**src/rtl/uart_rx_gen.sv**
```systemverilog
// uart_rx_gen: oversampling UART receiver (start, DATA_W LSB-first data, optional parity, 1-2 stop bits) with one-cycle DATA_VLD/Par_Err/Stp_Err strobes and BUSY
module uart_rx_gen #(
  parameter int DATA_W  = 8,
  parameter int PRESC_W = 6
) (
  input  logic               CLK,
  input  logic               RST,
  input  logic               RX_IN,
  input  logic [PRESC_W-1:0] PRESCALE,
  input  logic               PAR_EN,
  input  logic               PAR_TYP,
  input  logic               STOP2,
  output logic [DATA_W-1:0]  P_DATA,
  output logic               DATA_VLD,
  output logic               Par_Err,
  output logic               Stp_Err,
  output logic               BUSY
);
  localparam int BW = $clog2(DATA_W);
  localparam logic [BW-1:0] LAST_BIT = BW'(DATA_W - 1);
  typedef enum logic [2:0] {IDLE, START, DATA, PARITY, STOP} state_t;
  state_t state, nxt;
  logic rx_m, rx_s, s_a, s_b, samp_bit;
  logic [PRESC_W-1:0] p_q, edge_cnt, half;
  logic par_en_q, par_typ_q, stop2_q, stop_idx, par_fail, stp_fail;
  logic [BW-1:0] bit_cnt;
  logic [DATA_W-1:0] data_q;
  logic maj, bit_end, decide, go, done, sf, good;
  assign half     = p_q >> 1;
  assign maj      = (s_a & s_b) | (s_a & rx_s) | (s_b & rx_s);
  assign bit_end  = edge_cnt == p_q - PRESC_W'(1);
  assign decide   = edge_cnt == half + PRESC_W'(1);
  assign done     = state == STOP && bit_end && stop_idx == stop2_q;
  assign go       = nxt == START && state != START;
  assign sf       = stp_fail | ~samp_bit;
  assign good     = done & ~par_fail & ~sf;
  assign BUSY     = state != IDLE;
  always_comb begin
    nxt = state;
    case (state)
      IDLE:    nxt = rx_s ? IDLE : START;
      START:   nxt = (decide && maj) ? IDLE : bit_end ? DATA : START;
      DATA:    nxt = (bit_end && bit_cnt == LAST_BIT) ? (par_en_q ? PARITY : STOP) : DATA;
      PARITY:  nxt = bit_end ? STOP : PARITY;
      // the final stop cycle doubles as an IDLE cycle so back-to-back frames keep exact bit alignment
      STOP:    nxt = (bit_end && stop_idx == stop2_q) ? (rx_s ? IDLE : START) : STOP;
      default: nxt = IDLE;
    endcase
  end
  always_ff @(posedge CLK or negedge RST)
    if (!RST) state <= IDLE;
    else state <= nxt;
  always_ff @(posedge CLK or negedge RST) begin
    if (!RST) begin
      rx_m      <= 1'b1;
      rx_s      <= 1'b1;
      s_a       <= 1'b1;
      s_b       <= 1'b1;
      samp_bit  <= 1'b1;
      p_q       <= '0;
      edge_cnt  <= '0;
      par_en_q  <= 1'b0;
      par_typ_q <= 1'b0;
      stop2_q   <= 1'b0;
      stop_idx  <= 1'b0;
      par_fail  <= 1'b0;
      stp_fail  <= 1'b0;
      bit_cnt   <= '0;
      data_q    <= '0;
      P_DATA    <= '0;
      DATA_VLD  <= 1'b0;
      Par_Err   <= 1'b0;
      Stp_Err   <= 1'b0;
    end else begin
      rx_m     <= RX_IN;
      rx_s     <= rx_m;
      s_a      <= (edge_cnt == half - PRESC_W'(1)) ? rx_s : s_a;
      s_b      <= (edge_cnt == half) ? rx_s : s_b;
      samp_bit <= decide ? maj : samp_bit;
      edge_cnt <= (go || state == IDLE || bit_end) ? '0 : edge_cnt + PRESC_W'(1);
      if (state == DATA && bit_end) begin
        data_q  <= {samp_bit, data_q[DATA_W-1:1]};
        bit_cnt <= bit_cnt + BW'(1);
      end
      if (state == PARITY && bit_end) par_fail <= (^data_q ^ par_typ_q) != samp_bit;
      if (state == STOP && bit_end) begin
        stop_idx <= 1'b1;
        stp_fail <= sf;
      end
      DATA_VLD <= good;
      Par_Err  <= done & par_fail;
      Stp_Err  <= done & sf;
      if (good) P_DATA <= data_q;
      if (go) begin
        p_q       <= PRESCALE;
        par_en_q  <= PAR_EN;
        par_typ_q <= PAR_TYP;
        stop2_q   <= STOP2;
        stop_idx  <= 1'b0;
        par_fail  <= 1'b0;
        stp_fail  <= 1'b0;
        bit_cnt   <= '0;
      end
    end
  end
endmodule

```
**config.mk**
```make
export PLATFORM = sky130hd
export DESIGN_NAME = uart_rx_gen
export DESIGN_NICKNAME = d
export VERILOG_FILES = /design/src/rtl/uart_rx_gen.sv
export SDC_FILE = /design/constraint.sdc
export NUM_CORES = 1
export LEC_CHECK = 0
export ABC_AREA = 1
export CORE_MARGIN = 2
export CORE_UTILIZATION = 45
export CTS_CLUSTER_DIAMETER = 40
export DETAILED_ROUTE_END_ITERATION = 16
export GPL_ROUTABILITY_DRIVEN = 0
export HOLD_SLACK_MARGIN = 0.02
export PLACE_DENSITY = 0.69
export SLEW_MARGIN = 10
export SYNTH_ARGS = -nofsm -noshare
export SYNTH_HDL_FRONTEND = slang
export SYNTH_SLANG_ARGS = --single-unit
```
**constraint.sdc**
```tcl
create_clock -name CLK -period 4.9 [get_ports CLK]
set_input_delay 0.735 -clock CLK [delete_from_list [all_inputs] [get_ports CLK]]
set_output_delay 0.735 -clock CLK [all_outputs]
set_load 0.02 [all_outputs]
```
==> flow_summary_export.csv <==
group,metric,value,unit
layout,nets,391,
pwr,ir_drop,247,uV
drt,wl_per_cell,12.1,um
synthesis,post-synth-top-area-fraction,0.396,
synthesis,synth.area.top_cells,"dfrtp_1 (40%), nand2_1 (16%), inv_1 (5.7%), dfstp_2 (4.8%), nand3_1 (4.2%)",
timing,hold_viol,0,
worst_setup_path,path_class,"flop to flop",
worst_setup_path,r2r-start,"p_q[1]",
clocking,ctsHoldBuffers,0,
floorplanning,dieArea,0.00668,mm^2
drt,drt_iter0_drc,127,
clocking,cts_buffers,5,
clocking,clk_pin_slew,90,ps
floorplanning,die_w,81.7,um
timing,grt_setup_unrepaired,"false",
worst_setup_path,required,5100,ps
worst_setup_path,crit_path_top_delay_cell,"dfrtp_1",
synthesis,avgSynthCellArea,7.77,um^2
timing,timing.slew.headroom,0.309,
pwr,power.leakage,0.00151,uW
floorplanning,start_util,0.462,
worst_setup_path,cp_cell_sequence,"inv_1 -> ha_1 -> inv_1 -> nand2_1 -> nand3_1 -> nand2_1 -> nand2_1 -> nor2_4 -> nand3_2 -> nor2_1 -> nor2_1 -> nand3_2 -> nand2_4 -> inv_4 -> nor2_1",
global_route,grt_start_max_net_pins,49,
min_path,min_delay_worst_endpoint,"rx_s",
worst_setup_path,start_kind,"flop",
drt,finalWirelength,5.42,mm
synthesis,synthesis.area,0.00272,mm^2
global_route,overflow,0,
timing,setup_viol,0,
synthesis,synthCells,350,
global_route,antenna_found_initial,0,
timing,finalWorstSetupSlack,2400,ps
clocking,clock_path_buffers,2,
run,drv_cap,0,
min_path,holdCritStartpoint,"rx_m",
worst_setup_path,rrSetupSlack,2400,ps
drt,dr_total_vias,2167,
clocking,cts_setup_buffers,0,
floorplanning,io_pins,24,
floorplanning,rows,28,
clocking,root_buffer,"clkbuf_8",
timing,period_share,0.510,
clocking,htree_levels,2,
layout,nFillCells,584,
clocking,cts_tree,"yes",
synthesis,ys_warn_count,0,
timing,setup_tns,0,ps
layout,drive_gt1_frac,0.102,
timing,slew_viol_final,0,
clocking,cts_resized,0,
clocking,cts_sinks,48,
worst_setup_path,cp-end-kind,"flop",
synthesis,synth-seq-cells,48,
global_route,grt_pass1_vias,2093,
worst_setup_path,slowest_delay,440,ps
min_path,hold_depth,0,
synthesis,seq_area_frac_synth,0.444,
worst_setup_path,cp_max_fo,19,
synthesis,synth_top_area_cell,"dfrtp_1",
drt,remaining_drc_errors,0,
synthesis,synth_cell_type_count,33,
status,outcome,"finished clean",
global_route,grt.total_usage,0.189,
timing,tightest_slew,1040,ps
synthesis,synth.net_count,369,
worst_setup_path,rr_worst_depth,15,
timing,min_period,2500,ps
place,dp_worst_setup_slack,2410,ps
worst_setup_path,critPathArrivalTime,2700,ps
timing,finalClockSkew,5.88,ps
drt,drt_pass1_iterations,5,
pwr,powerDensity,521,mW/mm^2
place,hpwl,4.07,mm
min_path,hold_path_class,"flop to flop",
global_route,grt_pass1_wl,9.63,mm
worst_setup_path,r2r-end,"stp_fail",
layout,synthToLayoutAreaGrowth,13.3,%
layout,diodes,0,
timing,max_freq,400,MHz
drt,avgViaCountPerCell,4.84,
drt,detail-route-antenna-nets,0,
place,io_buffers,23,
clocking,clk_latency,300,ps
floorplanning,die_y,81.7,um
floorplanning,coreArea,0.00589,mm^2
-- metal layers --
metal	global-route usage	up-vias	part of all wire
li1	-	1126	-
met1	0.265	995	0.50
met2	0.293	42	0.45
met3	0.0396	4	0.039
met4	0.0583	0	0.0090
met5	0	-	0
-- layout by cell type (no fill, tap or decap), drive strengths merged --
| cell | count |
|---|---|
| a21boi | 1 |
| a21oi | 5 |
| a221oi | 1 |
| buf | 1 |
| clkbuf | 7 |
| clkdlybuf4s50 | 22 |
| clkinvlp | 1 |
| dfrtp | 43 |
| dfstp | 5 |
| ha | 7 |
| inv | 49 |
| maj3 | 1 |
| nand2 | 119 |
| nand3 | 27 |
| nand4 | 4 |
| nor2 | 32 |
| nor3 | 5 |
| nor3b | 2 |
| o211ai | 1 |
| o21ai | 20 |
| o22ai | 1 |
| xnor2 | 12 |
| xor2 | 7 |
-- cell type report --
class / instances / area (um^2) / area share
sequential: 48 / 1210 / 0.392
inverter: 49 / 186 / 0.0605
timing repair buffer: 23 / 225 / 0.0731
multi-input combinational: 245 / 1270 / 0.414
clock inverter: 1 / 7.51 / 0.00244
clock buffer: 7 / 86.3 / 0.0280
tap: 75 / 93.8 / 0.0305
-- registers in the layout, indices dropped and copies added (netlist names) --
| signal | count |
|---|---|
| par_fail | 1 |
| DATA_VLD | 1 |
| rx_s | 1 |
| P_DATA | 8 |
| par_typ_q | 1 |
| p_q | 6 |
| Stp_Err | 1 |
| data_q | 8 |
| bit_cnt | 3 |
| s_b | 1 |
| Par_Err | 1 |
| stop_idx | 1 |
| edge_cnt | 6 |
| samp_bit | 1 |
| s_a | 1 |
| state | 3 |
| par_en_q | 1 |
| stop2_q | 1 |
| rx_m | 1 |
| stp_fail | 1 |
-- synthesized netlist by cell type --
cell / n
a21boi_0: 1
a21oi_1: 5
a221oi_1: 1
buf_2: 4
buf_4: 2
buf_6: 1
clkbuf_1: 1
dfrtp_1: 43
dfstp_2: 5
ha_1: 7
inv_1: 41
inv_2: 7
inv_4: 1
maj3_1: 1
nand2_1: 116
nand2_2: 2
nand2_4: 1
nand3_1: 23
nand3_2: 3
nand3_4: 1
nand4_1: 4
nor2_1: 22
nor2_2: 7
nor2_4: 2
nor2_8: 1
nor3_1: 5
nor3b_1: 2
o211ai_1: 1
o21ai_0: 13
o21ai_1: 7
o22ai_1: 1
xnor2_1: 12
xor2_1: 7
-- worst max path at each step --
stage | from | endpoint | slack [ps]
final | p_q[1] | stp_fail | 2400
after global routing | p_q[1] | stp_fail | 2000
after CTS | p_q[1] | p_q[3] | 2380
after detailed placement | p_q[1] | stp_fail | 2410
after global placement | p_q[1] | stp_fail | 2480
after floorplan | p_q[1] | stp_fail | 2880
-- through the flow --
| stage | utilization | std cells | area, um^2 | hold slack [ps] | power, uW |
|---|---|---|---|---|---|
| floorplan | - | 350 | 2720 | 345 | 1210 |
| global placement | 0.508 | 440 | 2990 | 347 | 1340 |
| detailed placement | 0.508 | 440 | 2990 | 348 | 1360 |
| CTS | 0.524 | 448 | 3080 | 361 | 1610 |
| global route | 0.524 | 448 | 3080 | 370 | 1760 |
| finish | 0.524 | 448 | 3080 | 359 | 1610 |
-- cells by family after synthesis --
group,synth area share
buffers and inverters,0.0870
DFF,0.444
AOI/OAI and AO/OA,0.0571
adders and majority gates,0.0359
and+or+nand+nor,0.315
xor gates and xnor gates,0.0612
-- critical path: cells and delay by family (launching register included) --
kind,cells,cell delay (ps)
and+or+nand+nor,11,1400
DFF,1,440
buffers and inverters,3,330
adders and majority gates,1,240
-- report_power, final --
group,total [uW],internal (uW),switching (uW)
registers,581,477,104
logic,776,279,497
clock network,249,115,134
total,1610,872,734
No activity file was read; power rests on OpenSTA's default activity.
